[src/rtl/shift_pkg.sv]
// Shared encodings for the shift sequencer and ALU decode: op codes, FSM states, default widths.
package shift_pkg;

   localparam int WIDTH_DEF = 32;
   localparam int AMT_W_DEF = 5;

   // 3'b101..3'b111 all decode as PASS
   typedef enum logic [2:0] {
      OP_SHL  = 3'b000,
      OP_SHR  = 3'b001,
      OP_SHRA = 3'b010,
      OP_ROL  = 3'b011,
      OP_ROR  = 3'b100,
      OP_PASS = 3'b101
   } op_e;

   typedef enum logic [1:0] {
      ST_IDLE  = 2'b00,
      ST_SHIFT = 2'b01,
      ST_DONE  = 2'b10
   } state_e;

endpackage

[src/rtl/shift1_unit.sv]
// Combinational one-bit shift/rotate step; unknown op codes pass the value through unchanged.
module shift1_unit
   import shift_pkg::*;
#(
   parameter int WIDTH = WIDTH_DEF
) (
   input  logic [WIDTH-1:0] value_i,
   input  logic [2:0]       op_i,
   output logic [WIDTH-1:0] next_value_o
);

   always_comb begin
      next_value_o = value_i;
      case (op_i)
         OP_SHL:  next_value_o = {value_i[WIDTH-2:0], 1'b0};
         OP_SHR:  next_value_o = {1'b0, value_i[WIDTH-1:1]};
         OP_SHRA: next_value_o = {value_i[WIDTH-1], value_i[WIDTH-1:1]};
         OP_ROL:  next_value_o = {value_i[WIDTH-2:0], value_i[WIDTH-1]};
         OP_ROR:  next_value_o = {value_i[0], value_i[WIDTH-1:1]};
         default: next_value_o = value_i;
      endcase
   end

endmodule

[src/rtl/shift_sequencer.sv]
// Multi-cycle shifter: one bit per clock for num_shifts mod 2**AMT_W steps, then a one-cycle done strobe.
// start is only sampled in IDLE; busy and done are registered so no input reaches an output combinationally.
module shift_sequencer
   import shift_pkg::*;
#(
   parameter int WIDTH = WIDTH_DEF,
   parameter int AMT_W = AMT_W_DEF
) (
   input  logic             clk,
   input  logic             clr,
   input  logic             start,
   input  logic [2:0]       op,
   input  logic [WIDTH-1:0] operand,
   input  logic [31:0]      num_shifts,
   output logic             busy,
   output logic             done,
   output logic [WIDTH-1:0] result
);

   state_e             state_q;
   logic [WIDTH-1:0]   result_q;
   logic [WIDTH-1:0]   result_d;
   logic [AMT_W-1:0]   count_q;
   logic [2:0]         op_q;
   logic               busy_q;
   logic               done_q;

   // Only the low AMT_W bits of the count matter; multiples of 2**AMT_W act as zero.
   logic unused_ns_hi;
   assign unused_ns_hi = ^num_shifts[31:AMT_W];

   shift1_unit #(.WIDTH(WIDTH)) u_shift1 (
      .value_i      (result_q),
      .op_i         (op_q),
      .next_value_o (result_d)
   );

   always_ff @(posedge clk or posedge clr) begin
      if (clr) begin
         state_q  <= ST_IDLE;
         result_q <= '0;
         count_q  <= '0;
         op_q     <= '0;
         busy_q   <= 1'b0;
         done_q   <= 1'b0;
      end else begin
         case (state_q)
            ST_IDLE: begin
               done_q <= 1'b0;
               if (start) begin
                  result_q <= operand;
                  op_q     <= op;
                  count_q  <= num_shifts[AMT_W-1:0];
                  busy_q   <= 1'b1;
                  if (num_shifts[AMT_W-1:0] != '0) begin
                     state_q <= ST_SHIFT;
                  end else begin
                     state_q <= ST_DONE;
                     done_q  <= 1'b1;
                  end
               end
            end
            ST_SHIFT: begin
               result_q <= result_d;
               count_q  <= count_q - AMT_W'(1);
               if (count_q == AMT_W'(1)) begin
                  state_q <= ST_DONE;
                  done_q  <= 1'b1;
               end
            end
            ST_DONE: begin
               state_q <= ST_IDLE;
               busy_q  <= 1'b0;
               done_q  <= 1'b0;
            end
            default: begin
               state_q <= ST_IDLE;
               busy_q  <= 1'b0;
               done_q  <= 1'b0;
            end
         endcase
      end
   end

   assign busy   = busy_q;
   assign done   = done_q;
   assign result = result_q;

endmodule

[config.mk]
export PLATFORM = sky130hd
export DESIGN_NAME = shift_sequencer
export DESIGN_NICKNAME = d
export VERILOG_FILES = /design/src/rtl/shift_pkg.sv /design/src/rtl/shift1_unit.sv /design/src/rtl/shift_sequencer.sv
export SDC_FILE = /design/constraint.sdc
export NUM_CORES = 1
export LEC_CHECK = 0
export CORE_MARGIN = 3
export CORE_UTILIZATION = 35
export CTS_BUF_LIST = sky130_fd_sc_hd__clkbuf_4 sky130_fd_sc_hd__clkbuf_8
export CTS_CLUSTER_DIAMETER = 150
export DETAILED_ROUTE_END_ITERATION = 10
export HOLD_SLACK_MARGIN = 0.06
export PLACE_DENSITY = 0.68
export SYNTH_ARGS = -nofsm -noshare
export SYNTH_HDL_FRONTEND = slang
export SYNTH_SLANG_ARGS = --single-unit
[constraint.sdc]
create_clock -name clk -period 2.3 [get_ports clk]
set_clock_uncertainty 0.15 [all_clocks]
set_input_delay 0.23 -clock clk [delete_from_list [all_inputs] [get_ports clk]]
set_output_delay 0.23 -clock clk [all_outputs]
set_load 0.05 [all_outputs]
==> results.json <==
{
  "outcome": "finished, final reports clean",
  "critPathCaptureType": "output pin",
  "rsz0062_at_grt": "no",
  "worst_path_max_delay_cell": "clkdlybuf4s50_1",
  "num_vias": 2428,
  "die-area_mm2": 0.00789,
  "h-tree-depth": 2,
  "cp_slowest_stage_delay_ps": 840,
  "cp_num_cells": 1,
  "cts_buffers": 5,
  "setup_violations": 0,
  "grt_pass1_vias": 2312,
  "routedWlPerCell_um": 15.9,
  "tightestPinTransition_ps": 741,
  "crit_fanout": 5,
  "seq_area_frac_synth": 0.459,
  "detail_route.iter0.violations": 153,
  "async_flop_share": 1.00,
  "core-area_mm2": 0.00649,
  "cts_setup_buffers": 0,
  "synth_area_per_cell_um2": 8.76,
  "grt_pass1_wl_um": 11300,
  "grt_max_degree": 36,
  "cp-endpoint": "result[30]",
  "grt_usage": 0.181,
  "syn2layout_area_growth_pct": 40.2,
  "initial_utilization": 0.370,
  "root_buffer": "clkbuf_8",
  "antenna_found_initial": 0,
  "ff2ff_path_depth": 5,
  "cp-startpoint": "result[30]$_DFFE_PP0P_",
  "clock_path_buffers": 2,
  "preCtsSetupSlack_ps": 373,
  "yosysTopAreaCell": "dfrtp_1",
  "cellPowerDensity_mw_per_mm2": 1750,
  "hold_path_depth": 1,
  "worstPathArrival_ps": 1590,
  "syn-num-nets": 346,
  "timing.hold.ws_ps": 353,
  "via_per_inst": 5.66,
  "syn_inst": 274,
  "die_y_um": 88.8,
  "routed_wl_um": 6840,
  "gp_congestion": 0.804,
  "setup_slack_ps": 333,
  "dp_hpwl_um": 4670,
  "yosysUniqueCellTypes": 39,
  "drt_first_pass_iters": 4,
  "crit_family": "buffers and inverters",
  "power_leakage_nw": 1.32,
  "utilization": 0.518,
  "synth_common_cells": "49 x nor2_1, 44 x dfrtp_1, 31 x nand2_1",
  "relSlewSlack": 0.505,
  "critical_path_class": "flip-flop to output pin",
  "ant_nets": 0,
  "cap_violations": 0,
  "row_count": 29,
  "finalSetupTns_ps": 0,
  "rrSetupSlack_ps": 370,
  "die_w_um": 88.8,
  "yosysMostFrequentCell": "nor2_1",
  "cp-start-kind": "flip-flop",
  "diodes": 0,
  "post-route-period-util": 0.855,
  "max_freq_mhz": 508,
  "synth_top_family_by_area": "compound AO/OA/AOI/OAI gates",
  "yosys_warnings": 0,
  "final_nets": 423,
  "drc": 0,
  "maxSlewViolCount": 0,
  "synth_simple_gate_area_frac": 0.205,
  "synth-xor-area-share": 0.0104,
  "ir_drop_mv": 0.915,
  "cts_sinks": 44,
  "drive_above_1_share": 0.0824,
  "hold_class": "flip-flop to flip-flop",
  "worstPathRequired_ps": 1920,
  "cts.clk_slew.worst_paths_ps": 80,
  "synth.cell_area_mm2": 0.00240,
  "path_buf_inv": 1,
  "r2r-start": "state_q[0]$_DFFE_PP0P_",
  "period_minus_slack_ps": 1970,
  "port_buffers": 76,
  "hold_violations": 0,
  "reg2reg_to": "result[4]$_DFFE_PP0P_",
  "synth_edf_count": 0,
  "clk_latency_ps": 300,
  "pin_count": 104,
  "synth_flop_cell": "dfrtp_1",
  "ys_ff_latch": 44,
  "power_w": 0.00589,
  "synth_compound_area_frac": 0.248,
  "grt.overflow.total": 0,
  "synth_top_area_frac": 0.459,
  "crit_path_cell_trace": "clkdlybuf4s50_1",
  "synth_area_leaders": "dfrtp_1 46%, nor2_1 7.7%, o22ai_1 5.7%",
  "synth_fa_ha_area_frac": 0.0104,
  "tritoncts": "done",
  "synth.area.mux_share": 0.0141
}
## kinds of logic (layout without fill, tap and decap cells)
group                    Yosys count  count (layout)
AO/OA/AOI/OAI                     83              83
multiplexers                       3               3
flip-flops                        44              44
XOR/XNOR                           2               2
adder cells (fa/ha/maj)            2               2
AND/OR/NAND/NOR                  113             113
buffers and inverters             27             105
## worst register-to-register path, stage by stage, from the launching register on
cell and delay, ps:
dfrtp_1 620, inv_1 190, nand3_2 90, buf_4 360, o32ai_1 190, a311oi_1 240
## placed cells by master (no fill, tap or decap), types with 2 or more instances in the layout
| cell | n |
|---|---|
| nor3b_1 | 2 |
| nand2b_1 | 2 |
| inv_1 | 7 |
| dfrtp_1 | 44 |
| buf_4 | 10 |
| o21ai_0 | 11 |
| o22ai_1 | 22 |
| mux2_2 | 3 |
| clkbuf_4 | 2 |
| o21a_1 | 3 |
| o22a_1 | 3 |
| o32ai_1 | 14 |
| ha_1 | 2 |
| nand3_1 | 5 |
| nand2_1 | 31 |
| a21oi_1 | 9 |
| nor2_1 | 49 |
| clkbuf_8 | 6 |
| nor2b_1 | 2 |
| nor3_1 | 17 |
| a311oi_1 | 13 |
| clkdlybuf4s50_1 | 76 |
## area by class of cell
cell class,count,area [µm²]
fill,618,3130
inverter,9,33.8
sequential,44,1100
tap,77,96.3
multi-input combinational,203,1170
timing repair buffer,88,866
clock buffer,8,97.6
## stage by stage
step | instance area [µm²] | cells
after global placement | 3260 | 420
after detailed placement | 3260 | 420
after global routing | 3370 | 429
final | 3370 | 429
after CTS | 3370 | 429
after floorplan | 2400 | 274
## how the worst min path moves through the flow
stage                                 from                endpoint  slack (ps)
after detailed placement  done$_DFFE_PP0P_        done$_DFFE_PP0P_         340
after CTS                 done$_DFFE_PP0P_        done$_DFFE_PP0P_         360
after floorplan                      op[0]     op_q[0]$_DFFE_PP0P_         230
after global routing           operand[22]  result[22]$_DFFE_PP0P_         370
final                     done$_DFFE_PP0P_        done$_DFFE_PP0P_         350
after global placement    done$_DFFE_PP0P_        done$_DFFE_PP0P_         330
## registers in the layout, summed over array words and instances, names as in the netlist
name,flops
busy,1
op_q,3
done,1
count_q,5
result,32
state_q,2
## layer usage
metal,track usage,share of wire,up-vias,wire length (µm)
li1,-,-,1165,-
met1,0.236,0.43,1177,2930
met2,0.290,0.49,78,3340
met3,0.0577,0.073,8,499
met4,0.0453,0.011,0,72
met5,0,0,-,0
## timing repair
item / CTS / global route
hold buffers: 1 / 0
gates resized for setup: 0 / 0
hold endpoints to repair: 3 / 0
endpoints found under the setup margin: 0 / 0
## power by group
part	internal (W)	switching (W)
clock	0.000269	0.000267
combinational	0.00138	0.00230
sequential	0.00116	0.000509
Note: power is estimated with default switching activity, not from simulation.
